<file path="config.mk">
export PLATFORM = sky130hd
export DESIGN_NAME = sel_status_uart_tx
export DESIGN_NICKNAME = d
export VERILOG_FILES = /design/src/rtl/sel_status_uart_tx.sv
export SDC_FILE = /design/constraint.sdc
export NUM_CORES = 1
export LEC_CHECK = 0
export ABC_AREA = 1
export BUFFER_PORTS_ARGS = -buffer_cell sky130_fd_sc_hd__buf_2
export CAP_MARGIN = 10
export CORE_MARGIN = 5
export CORE_UTILIZATION = 55
export CTS_CLUSTER_DIAMETER = 40
export CTS_CLUSTER_SIZE = 16
export DETAILED_ROUTE_END_ITERATION = 12
export PLACE_DENSITY = 0.75
export SLEW_MARGIN = 15
export SYNTH_ARGS = -nofsm -noshare
export SYNTH_HDL_FRONTEND = slang
export SYNTH_SLANG_ARGS = --single-unit
</file>
<file path="constraint.sdc">
create_clock -name i_clk -period 2.49 [get_ports i_clk]
set_input_delay 0.498 -clock i_clk [delete_from_list [all_inputs] [get_ports i_clk]]
set_output_delay 0.498 -clock i_clk [all_outputs]
set_load 0.005 [all_outputs]
</file>
<file path="src/rtl/sel_status_uart_tx.sv">
// Purpose: reports the active pattern select to the host as "<digit>\r\n" over an 8N1 UART line.
// Latency: trigger seen in cycle T drives the start bit from T+1; a message is 30*CLKS_PER_BIT cycles long.
// Backpressure: none; i_report pulses arriving while busy are remembered and replayed as one extra message.
//
// Ports:
//   i_clk     system clock, rising edge
//   i_rst_n   asynchronous active-low reset
//   i_sel     current pattern select (level)
//   i_report  single-cycle request to resend the current select
//   o_tx      UART serial line, idles high
//   o_busy    high while a message is in flight
//   o_done    one-cycle pulse after the final stop bit of a message
module sel_status_uart_tx #(
    parameter int CLK_FREQ     = 100_000_000,
    parameter int BAUD         = 115200,
    parameter int CLKS_PER_BIT = CLK_FREQ / BAUD
) (
    input  logic       i_clk,
    input  logic       i_rst_n,
    input  logic [1:0] i_sel,
    input  logic       i_report,
    output logic       o_tx,
    output logic       o_busy,
    output logic       o_done
);

    localparam int              CNT_W    = (CLKS_PER_BIT > 1) ? $clog2(CLKS_PER_BIT) : 1;
    localparam logic [CNT_W-1:0] CNT_LAST = CNT_W'(CLKS_PER_BIT - 1);

    typedef enum logic [1:0] {
        IDLE,
        START,
        DATA,
        STOP
    } state_t;

    state_t           state;
    logic [CNT_W-1:0] baud_cnt;
    logic [2:0]       bit_idx;
    logic [1:0]       byte_idx;
    logic [1:0]       shadow;    // select most recently reported
    logic [1:0]       msg_sel;   // select frozen for the message in flight
    logic             pending;   // i_report seen while busy

    logic             trigger;
    logic             bit_end;
    logic [2:0]       bit_nxt;
    logic [7:0]       cur_byte;

    function automatic logic [7:0] encode_sel(input logic [1:0] s);
        logic [7:0] d;
        case (s)
            2'b00:   d = 8'h31;
            2'b01:   d = 8'h32;
            2'b10:   d = 8'h33;
            default: d = 8'h30;  // "off/default"
        endcase
        return d;
    endfunction

    always_comb begin
        trigger = (i_sel != shadow) || i_report || pending;
        bit_end = (baud_cnt == CNT_LAST);
        bit_nxt = bit_idx + 3'd1;
        case (byte_idx)
            2'd0:    cur_byte = encode_sel(msg_sel);
            2'd1:    cur_byte = 8'h0D;
            default: cur_byte = 8'h0A;
        endcase
    end

    always_ff @(posedge i_clk or negedge i_rst_n) begin
        if (!i_rst_n) begin
            state    <= IDLE;
            baud_cnt <= '0;
            bit_idx  <= '0;
            byte_idx <= '0;
            shadow   <= 2'b11;
            msg_sel  <= 2'b11;
            pending  <= 1'b0;
            o_tx     <= 1'b1;
            o_busy   <= 1'b0;
            o_done   <= 1'b0;
        end else begin
            o_done <= 1'b0;

            // Every non-idle state is a sequence of CLKS_PER_BIT-wide bit slots.
            if (state != IDLE) begin
                if (i_report) begin
                    pending <= 1'b1;
                end
                baud_cnt <= bit_end ? '0 : baud_cnt + CNT_W'(1);
            end

            case (state)
                IDLE: begin
                    if (trigger) begin
                        msg_sel  <= i_sel;
                        shadow   <= i_sel;
                        pending  <= 1'b0;
                        byte_idx <= 2'd0;
                        baud_cnt <= '0;
                        state    <= START;
                        o_tx     <= 1'b0;
                        o_busy   <= 1'b1;
                    end
                end
                START: begin
                    if (bit_end) begin
                        state   <= DATA;
                        bit_idx <= 3'd0;
                        o_tx    <= cur_byte[0];
                    end
                end
                DATA: begin
                    if (bit_end) begin
                        if (bit_idx == 3'd7) begin
                            state <= STOP;
                            o_tx  <= 1'b1;
                        end else begin
                            bit_idx <= bit_nxt;
                            o_tx    <= cur_byte[bit_nxt];
                        end
                    end
                end
                STOP: begin
                    if (bit_end) begin
                        if (byte_idx != 2'd2) begin
                            // next byte follows immediately, no idle gap
                            byte_idx <= byte_idx + 2'd1;
                            state    <= START;
                            o_tx     <= 1'b0;
                        end else begin
                            byte_idx <= 2'd0;
                            state    <= IDLE;
                            o_busy   <= 1'b0;
                            o_done   <= 1'b1;
                        end
                    end
                end
                default: begin
                    state <= IDLE;
                end
            endcase
        end
    end

endmodule

</file>
==> results of run 1 <==
==> through the flow <==
step | worst slack [ns] | power [mW]
detailed placement | 0.784 | 0.394
CTS | 0.756 | 0.574
global route | 0.604 | 0.593
floorplan | 0.976 | 0.383
finish | 0.751 | 0.571
global placement | 0.855 | 0.393
==> path summary, 6_finish.rpt <==
path	start	to	slack [ns]	cells after the start
max in group asynchronous	i_rst_n	msg_sel[1]	2.01	1
min in group i_clk	i_sel[1]	msg_sel[1]	0.41	3
worst max register to register	bit_idx[0]	o_tx	0.75	12
worst min-delay path	i_rst_n	baud_cnt[0]	0.11	1
worst max-delay path	bit_idx[0]	o_tx	0.75	12
worst min register to register	o_busy	o_busy	0.50	2
==> cell type report <==
type | instances | area share
timing repair buffer | 7 | 0.0229
sequential | 23 | 0.378
clock buffer | 3 | 0.0147
multi-input combinational | 137 | 0.493
inverter | 26 | 0.0637
tap | 30 | 0.0245
clock inverter | 1 | 0.00327
==> layout by cell type (no fill, tap or decap), drive strengths merged <==
cell type and count:
nand2 57, inv 26, dfrtp 20, nor2 19, o21ai 18, nand3 13
ha 10, buf 7, a21oi 3, clkbuf 3, dfstp 3, nor3 3
o22ai 2, or2 2, xnor2 1, a31oi 1, o31ai 1, o32ai 1
xor2 1, a22o 1, nor4 1, nand4 1, nor3b 1, o21a 1
clkinv 1
==> cells by family after synthesis <==
| group | after synthesis |
|---|---|
| AO/OA/AOI/OAI | 28 |
| XOR/XNOR | 2 |
| adder cells (fa/ha/maj) | 10 |
| buffers and inverters | 27 |
| flip-flops | 23 |
| AND/OR/NAND/NOR | 97 |
==> power groups by stage <==
stage	registers, mW	clock network, mW	logic, mW
after detailed placement	0.381	0	0.0133
after CTS	0.374	0.187	0.0133
final	0.374	0.184	0.0125
after global routing	0.374	0.204	0.0148
after floorplan	0.381	0	0.00182
after global placement	0.381	0	0.0127
==> sequential cells by signal, summed over array words and instances, names as in the netlist <==
signal,flops
baud_cnt,10
bit_idx,3
byte_idx,2
msg_sel,2
o_busy,1
o_done,1
o_tx,1
pending,1
state,2
==> layer usage <==
layer	GRT usage	part of all wire
met1	0.236	0.46
met2	0.314	0.48
met3	0.0377	0.043
met4	0.0464	0.012
met5	0	0
==> run_results.csv, run 1 <==
group,metric,value,unit
outcome,status,"finished, final reports clean",
floorplan,dieWidth,61.1,µm
logic_synthesis,synth_seq_cells,23,
routing,wire_per_inst,12.9,µm
routing,routed_wl,2930,µm
routing,final_antenna_net_count,0,
sta,finalCriticalPeriod,1.74,ns
cells_and_area,finalNonFillerCells,227,
sta,clock_skew,0.00498,ns
power,p_comb_frac,0.022,
logic_synthesis,yosysUniqueCellTypes,31,
power,peakVddDrop,410,µV
cells_and_area,multi_input_area,754,µm²
sta,max_freq,575,MHz
routing,vias,1232,
logic_synthesis,synthTopCellsByArea,"dfrtp_1 35%, nand2_1 14%, ha_1 8.7%",
global_route,grt-ovfl-total,0,
placed_design,dp_hpwl,2300,µm
worst_setup_path,cp_cell_sequence,"ha_1 > ha_1 > nor2_1 > o21ai_0 > nor2_1 > nand2_1 > nand2_1 > nand2_1 > nand2_1 > nand2_1 > nand2_1 > nand2_1",
min_path,min_path_type,"in2async",
logic_synthesis,synth_cells,187,
logic_synthesis,netlist.area_leader.share,0.348,
clock_tree,cts-resized-gates,0,
logic_synthesis,syn_avg_cell_area,7.68,µm²
sta,tightest_slew,0.505,ns
sta,grt_setup_unrepaired,"no",
power,p_int,0.437,mW
placed_design,io_buffers,7,
sta,slew-limit-headroom,0.663,
power,clockPowerShare,0.323,
sta,slew_violations,0,
clock_tree,cts_tree,"done",
logic_synthesis,synth-simple-area-share,0.317,
floorplan,rows,18,
clock_tree,cts_hold_buf,0,
cells_and_area,nFillCells,226,
worst_setup_path,cp_top_family,"simple AND/OR/NAND/NOR gates",
floorplan,die_y,61.1,µm
run,cap_viol_max_count,0,
floorplan,floorplan.initialDensity,0.580,
clock_tree,post-cts-setup-buffer-count,0,
cells_and_area,num_antenna_cells,0,
clock_tree,worstSkewPairLatency,0.33,ns
global_route,grt_max_degree,24,
clock_tree,cts_buffers,3,
global_route,antenna_found_initial,0,
global_route,grt_pass1_vias,1173,
logic_synthesis,synth_fp_nets,202,
worst_setup_path,end_kind,"register",
worst_setup_path,worstPathMaxFanout,6,
clock_tree,h-tree-depth,1,
cells_and_area,drive_gt1_frac,0.162,
worst_setup_path,start_kind,"register",
logic_synthesis,ys_warn_count,0,
clock_tree,clockBufferDepth,2,
floorplan,io_pins,8,
floorplan,core_area,2480,µm²
cells_and_area,final_area,1530,µm²
worst_setup_path,crit_buf_inv,0,
clock_tree,cts.sinks,23,
logic_synthesis,synth_top_cell_by_area,"dfrtp_1",
logic_synthesis,synthFlopType,"dfrtp_1",
worst_setup_path,path_common_cell,"nand2_1",
sta,final.setup.tns,0,ns
logic_synthesis,synth_enable_flop_cells,0,
power,seqPwrFrac,0.655,
worst_setup_path,slowest_stage,"dfrtp_1",
logic_synthesis,synth_xor_area_frac,0.0122,
logic_synthesis,synth-async-reset-ratio,1.00,
routing,drtIter0Drc,47,
power,p_per_area,373,nW/µm²
worst_setup_path,path_class,"reg2reg",
power,p_sw_frac,0.234,
placed_design,globalplace.congestion,0.883,
routing,drc_errors,0,
sta,hold_viol,0,
worst_setup_path,cp.arrival,2.01,ns
logic_synthesis,synth_area,1440,µm²
logic_synthesis,synth.most_common_cell,"nand2_1",
placed_design,dpl_cell_area,1500,µm²
routing,via_per_inst,5.43,
logic_synthesis,ys_top_cells_by_count,"52 x nand2_1, 25 x inv_1, 20 x dfrtp_1",
placed_design,placedCellCount,223,
logic_synthesis,synth_adder_area_share,0.0871,
worst_setup_path,critPathRequiredTime,2.76,ns
clock_tree,ctsRootBufferMaster,"clkbuf_4",
logic_synthesis,synth_compound_area_frac,0.109,
sta,post-route-period-util,0.699,
clock_tree,path_clk_slew,0.14,ns
cells_and_area,final_nets,213,
global_route,track_usage,0.183,
sta,fin_worst_hold_slack,0.112,ns
floorplan,die_area,3730,µm²
cells_and_area,regArea,579,µm²
cells_and_area,post-route-util,0.618,
logic_synthesis,synth.area.mux_share,0,
power,switchingPower,0.133,mW
routing,firstDrtPassIters,4,
sta,setup_violations,0,
global_route,grt_pass1_wl,5110,µm
power,leakage,0.764,nW
worst_setup_path,crit_path_max_incr_delay,0.47,ns
logic_synthesis,seq_area_frac_synth,0.403,
cells_and_area,area_delta_synth_final,6.62,%
logic_synthesis,synth_top_family_by_area,"simple AND/OR/NAND/NOR gates",
Note: power is estimated with default switching activity, not from simulation.
==> run 2: changes to the inputs <==
--- a/config.mk
+++ b/config.mk
@@ -5,7 +5,7 @@
 export SDC_FILE = /design/constraint.sdc
 export NUM_CORES = 1
 export LEC_CHECK = 0
-export ABC_AREA = 1
+export ABC_AREA = 0
 export BUFFER_PORTS_ARGS = -buffer_cell sky130_fd_sc_hd__buf_2
 export CAP_MARGIN = 10
 export CORE_MARGIN = 5
==> constraint.sdc (replaced) <==
create_clock -name i_clk -period 1.7 [get_ports i_clk]
set_input_delay 0.34 -clock i_clk [delete_from_list [all_inputs] [get_ports i_clk]]
set_output_delay 0.34 -clock i_clk [all_outputs]
set_load 0.005 [all_outputs]
==> run 2 against run 1 <==
Wire length increased by 23%. Largest cell class unchanged. Via count increased by 5.4%. The flow now finishes with violations (negative setup slack). Largest power group unchanged. Count of clock-buffer cells in the layout stayed put. Sequential power up 47%.
==> run_results.csv, run 2 <==
group,metric,value,unit
outcome,status,"complete, but fails checks",
outcome,violations,"negative setup slack",
logic_synthesis,synth-async-reset-ratio,1.00,
routing,drtIter0Drc,48,
worst_setup_path,r2r_slack,-0.15,ns
logic_synthesis,seq_area_frac_synth,0.411,
global_route,antenna_found_initial,0,
worst_setup_path,path_class,"reg2reg",
floorplan,die_y,60.6,µm
sta,hold_viol,0,
sta,max_freq,541,MHz
worst_setup_path,worstPathMaxFanout,4,
routing,vias,1299,
worst_setup_path,timing.rr.end,"state[1]",
cells_and_area,drive_gt1_frac,0.430,
logic_synthesis,ys_warn_count,0,
routing,via_per_inst,5.83,
cells_and_area,largest_register,"baud_cnt",
power,power,0.830,mW
logic_synthesis,synth_fp_nets,162,
logic_synthesis,synth.most_common_cell,"o21ai_0",
cells_and_area,final_cell_mix,"37 x buf_4, 20 x dfrtp_1, 17 x o21ai_0",
routing,firstDrtPassIters,4,
sta,grt_setup_unrepaired,"yes",
logic_synthesis,synth_seq_cells,23,
cells_and_area,num_antenna_cells,0,
cells_and_area,post-route-util,0.770,
logic_synthesis,ys_top_cells_by_count,"21 x o21ai_0, 20 x dfrtp_1, 15 x nand2_1",
clock_tree,path_clk_slew,0.13,ns
placed_design,io_buffers,7,
logic_synthesis,netlist.area_leader.share,0.355,
worst_setup_path,critPathRequiredTime,1.91,ns
sta,slew_violations,0,
power,p_per_area,439,nW/µm²
sta,clock_skew,0.00126,ns
min_path,min_path_type,"in2reg",
min_path,min_to,"msg_sel[1]",
worst_setup_path,cp.arrival,2.06,ns
floorplan,rows,18,
cells_and_area,largestRegisters,"baud_cnt (10), bit_idx (3)",
routing,highest_layer,"met4",
floorplan,die_area,3680,µm²
global_route,track_usage,0.213,
worst_setup_path,rr_worst_depth,5,
cells_and_area,area_delta_synth_final,34.0,%
clock_tree,cts.sinks,23,
logic_synthesis,synthFlopType,"dfrtp_1",
power,peakVddDrop,368,µV
logic_synthesis,syn_avg_cell_area,9.59,µm²
global_route,grt_max_degree,24,
clock_tree,h-tree-depth,1,
min_path,min_path_cells,3,
worst_setup_path,worstSetupStartpoint,"msg_sel[0]",
worst_setup_path,cp_cell_sequence,"xor2_1 > or4b_4 > o21a_4 > nand2_2 > mux2_4",
routing,routed_wl,3610,µm
worst_setup_path,cp_top_family,"simple AND/OR/NAND/NOR gates",
routing,wl_met2,1960,µm
sta,tightest_slew,0.529,ns
cells_and_area,final_area,1890,µm²
clock_tree,ctsRootBufferMaster,"clkbuf_4",
power,leakage,0.834,nW
logic_synthesis,synth_enable_flop_cells,0,
min_path,min_from,"i_sel[1]",
clock_tree,cts_tree,"done",
floorplan,io_pins,8,
sta,worst_slack,-0.147,ns
routing,wl_met3,97,µm
logic_synthesis,yosysUniqueCellTypes,44,
sta,fin_worst_hold_slack,0.246,ns
sta,finalCriticalPeriod,1.85,ns
worst_setup_path,cp.depth,5,
sta,final.setup.tns,-1.08,ns
clock_tree,clockBufferDepth,2,
sta,setup_violations,16,
cells_and_area,mostFrequentLayoutCell,"buf_4",
placed_design,dp_hpwl,2410,µm
routing,drc_errors,0,
floorplan,core_area,2450,µm²
routing,wl_met1,1470,µm
floorplan,dieWidth,60.6,µm
sta,post-route-period-util,1.09,
worst_setup_path,crit_path_max_incr_delay,0.59,ns
worst_setup_path,crit-reg2reg-launch,"msg_sel[0]",
routing,final_antenna_net_count,0,
logic_synthesis,synth_cells,147,
logic_synthesis,synth_area,1410,µm²
global_route,grt_pass1_wl,5760,µm
worst_setup_path,crit_buf_inv,0,
worst_setup_path,start_kind,"register",
placed_design,globalplace.congestion,0.799,
clock_tree,worstSkewPairLatency,0.31,ns
logic_synthesis,synth_top_cell_by_area,"dfrtp_1",
routing,wire_per_inst,16.2,µm
global_route,grt_pass1_vias,1313,
cells_and_area,final_nets,209,
cells_and_area,largest_reg_flops,10,
global_route,grt-ovfl-total,0,
worst_setup_path,slowest_stage,"dfstp_2",
sta,slew-limit-headroom,0.647,
worst_setup_path,end_kind,"register",
placed_design,dpl_cell_area,1690,µm²
logic_synthesis,synthTopCellsByArea,"dfrtp_1 35%, ha_1 8.9%, o21ai_0 7.5%",
clock_tree,cts_buffers,3,
floorplan,floorplan.initialDensity,0.574,
run,cap_viol_max_count,0,
run 2: cell types whose count changed after synthesis, moves of 4 or more:
cell     change
o21ai_1      -6
o21ai_0      +9
inv_1       -17
nand2_2      -4
nand3_2      -4
nand2_1     -37
nor2_2       -5
run 2: power breakdown:
group          internal [mW]          switching, mW  total (mW)
combinational        0.00861                 0.0155      0.0242
clock                 0.0878                  0.170       0.258
sequential             0.548  0.0000000000000000325       0.548
total                  0.644                  0.186       0.830
run 2: how the worst max path moves through the flow:
stage	endpoint	slack, ns
after floorplan	state[1]	-0.23
after global placement	state[1]	-0.14
after detailed placement	state[1]	-0.17
after CTS	state[1]	-0.13
after global routing	state[0]	-0.21
final	state[1]	-0.15
run 2: per-stage QoR:
step | setup WS (ns) | cells
after CTS | -0.134 | 217
after floorplan | -0.232 | 147
after global routing | -0.215 | 223
final | -0.147 | 223
after detailed placement | -0.170 | 210
after global placement | -0.141 | 210
run 2: what timing repair did:
item	4_1_cts	5_1_grt
endpoints found under the setup margin	15	19
resized for setup	14	10
pin swaps	9	13
hold buffers	1	0
endpoints found under the hold margin	20	0
setup buffers	2	6
run 2: layer usage:
metal / vias to the layer above / track usage
li1: 631 / -
met2: 29 / 0.394
met4: 0 / 0.0960
met3: 8 / 0.0255
met5: - / 0
met1: 631 / 0.241
run 2: cell type report:
class	instances	area, µm²
clock buffer	3	22.5
clock inverter	1	5.00
fill	153	566
inverter	9	33.8
multi-input combinational	112	888
sequential	23	579
tap	30	37.5
timing repair buffer	45	323
run 2: cell families after synthesis:
family                   share of synthesized area
AO/OA/AOI/OAI                                0.202
XOR/XNOR                                    0.0248
adder cells (fa/ha/maj)                     0.0887
buffers and inverters                       0.0355
flip-flops                                   0.411
multiplexers                                0.0328
AND/OR/NAND/NOR                              0.205
run 2: worst reg2reg max path: stages, from the launching register on:
cell and delay (ns):
dfstp_2 0.59, xor2_1 0.09, or4b_4 0.55, o21a_4 0.15, nand2_2 0.08, mux2_4 0.29
==> run 3: changes to the inputs <==
--- a/config.mk
+++ b/config.mk
@@ -10,6 +10,7 @@
 export CAP_MARGIN = 10
 export CORE_MARGIN = 5
 export CORE_UTILIZATION = 55
+export CTS_BUF_LIST = sky130_fd_sc_hd__clkbuf_16
 export CTS_CLUSTER_DIAMETER = 40
 export CTS_CLUSTER_SIZE = 16
 export DETAILED_ROUTE_END_ITERATION = 12
==> constraint.sdc (replaced) <==
create_clock -name i_clk -period 1.7 [get_ports i_clk]
set_input_delay 0.085 -clock i_clk [delete_from_list [all_inputs] [get_ports i_clk]]
set_output_delay 0.085 -clock i_clk [all_outputs]
set_load 0.005 [all_outputs]
==> run 3 against run 2 <==
Global-route usage rose by 2.0 points. Register-to-register slack got worse by 0.02 ns. Clock skew rose by 0.0013 ns. Highest routed layer unchanged. Largest cell class unchanged. The flow still finishes with violations (negative setup slack). Sequential power barely moved.
==> run_results.csv, run 3 (same netlist as run 2, synthesis figures left out) <==
group,metric,value,unit
outcome,status,"complete, but fails checks",
outcome,violations,"negative setup slack",
sta,post-route-period-util,1.10,
worst_setup_path,crit_buf_inv,2,
power,peakVddDrop,488,µV
global_route,antenna_found_initial,0,
clock_tree,worstSkewPairLatency,0.26,ns
clock_tree,ctsRootBufferMaster,"clkbuf_16",
run,cap_viol_max_count,0,
worst_setup_path,end_kind,"register",
power,power,1.09,mW
cells_and_area,area_delta_synth_final,43.2,%
cells_and_area,regArea,579,µm²
worst_setup_path,cp_cell_sequence,"inv_2 > ha_4 > inv_2 > or4b_4 > o21a_4 > nand2_4 > mux2_4",
worst_setup_path,cp_top_family,"simple AND/OR/NAND/NOR gates",
clock_tree,cts_tree,"done",
clock_tree,path_clk_slew,0.06,ns
cells_and_area,mostFrequentLayoutCell,"buf_4",
floorplan,die_area,3680,µm²
routing,drc_errors,0,
clock_tree,h-tree-depth,1,
clock_tree,cts_buffers,3,
sta,clock_skew,0.00257,ns
sta,slew-limit-headroom,0.644,
placed_design,globalplace.congestion,0.806,
routing,wire_per_inst,19.4,µm
routing,final_antenna_net_count,0,
routing,firstDrtPassIters,4,
sta,worst_slack,-0.165,ns
placed_design,dpl_cell_area,1670,µm²
placed_design,dp_hpwl,2530,µm
sta,max_freq,536,MHz
global_route,grt-ovfl-total,0,
routing,vias,1392,
sta,hold_viol,0,
floorplan,rows,18,
cells_and_area,nFillCells,132,
cells_and_area,final_cell_mix,"31 x buf_4, 20 x dfrtp_1, 15 x nand2_1",
sta,setup_violations,17,
worst_setup_path,cp.depth,7,
sta,slew_violations,0,
worst_setup_path,start_kind,"register",
routing,routed_wl,4370,µm
power,leakage,0.932,nW
floorplan,core_area,2450,µm²
worst_setup_path,crit_path_max_incr_delay,0.57,ns
min_path,min_path_cells,3,
worst_setup_path,cp.arrival,2.01,ns
sta,finalCriticalPeriod,1.87,ns
clock_tree,cts.sinks,23,
sta,fin_worst_hold_slack,0.0816,ns
cells_and_area,largestRegisters,"baud_cnt (10), bit_idx (3)",
worst_setup_path,path_common_cell,"inv_2",
worst_setup_path,worstPathMaxFanout,3,
cells_and_area,multi_input_area,925,µm²
floorplan,io_pins,8,
floorplan,die_y,60.6,µm
cells_and_area,largest_register,"baud_cnt",
cells_and_area,largest_reg_flops,10,
global_route,grt_pass1_wl,6200,µm
cells_and_area,drive_gt1_frac,0.462,
routing,drtIter0Drc,65,
floorplan,dieWidth,60.6,µm
cells_and_area,final_area,2020,µm²
placed_design,io_buffers,7,
global_route,track_usage,0.232,
clock_tree,clockBufferDepth,2,
sta,grt_setup_unrepaired,"yes",
worst_setup_path,rr_worst_depth,7,
cells_and_area,final_nets,211,
worst_setup_path,slowest_stage,"or4b_4",
floorplan,floorplan.initialDensity,0.574,
global_route,grt_pass1_vias,1317,
worst_setup_path,critPathRequiredTime,1.85,ns
worst_setup_path,path_class,"reg2reg",
min_path,min_path_type,"in2reg",
global_route,grt_max_degree,24,
routing,via_per_inst,6.19,
power,p_per_area,541,nW/µm²
sta,tightest_slew,0.534,ns
cells_and_area,num_antenna_cells,0,
[run 3: changes by cell type in the layout (fill, tap and decap cells not counted), sizes merged]
cell,change
inv,+1
buf,+2
clkinv,-1
[run 3: worst reg2reg max path, stage by stage (launching register included)]
cell and delay [ns]:
dfrtp_1 0.39, inv_2 0.09, ha_4 0.14, inv_2 0.03, or4b_4 0.57, o21a_4 0.16
nand2_4 0.06, mux2_4 0.29
[run 3: path summary, 6_finish.rpt]
check,endpoint,slack [ns],from
worst min-delay path,msg_sel[1],0.08,i_sel[1]
worst min register to register,o_tx,0.50,o_tx
min in group asynchronous,bit_idx[1],0.34,i_rst_n
worst max register to register,state[1],-0.17,state[0]
worst max-delay path,state[1],-0.17,state[0]
max in group asynchronous,msg_sel[1],0.99,i_rst_n
[run 3: what timing repair did]
item	4_1_cts	5_1_grt
gates resized for setup	15	34
pin swaps	10	9
hold endpoints to repair	20	0
buffers inserted	7	5
cloned	0	1
hold buffers	1	0
endpoints found under the setup margin	15	19
[run 3: layout make-up]
| type | instances | share of cell area |
|---|---|---|
| Clock buffer | 3 | 0.0372 |
| Clock inverter | 1 | 0.00186 |
| Inverter | 9 | 0.0167 |
| Multi-Input combinational cell | 112 | 0.458 |
| Sequential cell | 23 | 0.287 |
| Tap cell | 30 | 0.0186 |
| Timing Repair Buffer | 47 | 0.181 |
[run 3: metrics by stage]
stage | utilization | worst slack (ns) | std cells | TNS [ns]
after detailed placement | 0.680 | -0.198 | 207 | -0.844
after global routing | 0.823 | -0.240 | 225 | -2.32
after global placement | 0.680 | -0.144 | 207 | -0.327
after floorplan | - | -0.232 | 147 | -0.563
final | 0.823 | -0.165 | 225 | -1.39
after CTS | 0.760 | -0.109 | 219 | -0.522
[run 3: metal layers]
metal | vias up | share of wire | GRT usage
met1 | 691 | 0.37 | 0.266
met3 | 21 | 0.044 | 0.0362
met2 | 51 | 0.54 | 0.417
met5 | - | 0 | 0
li1 | 629 | - | -
met4 | 0 | 0.042 | 0.115
[run 3: where the power goes]
part           leakage (nW)         switching (mW)  internal, mW
combinational         0.614                 0.0174       0.00912
sequential            0.275  0.0000000000000000376         0.548
clock                0.0423                  0.203         0.315
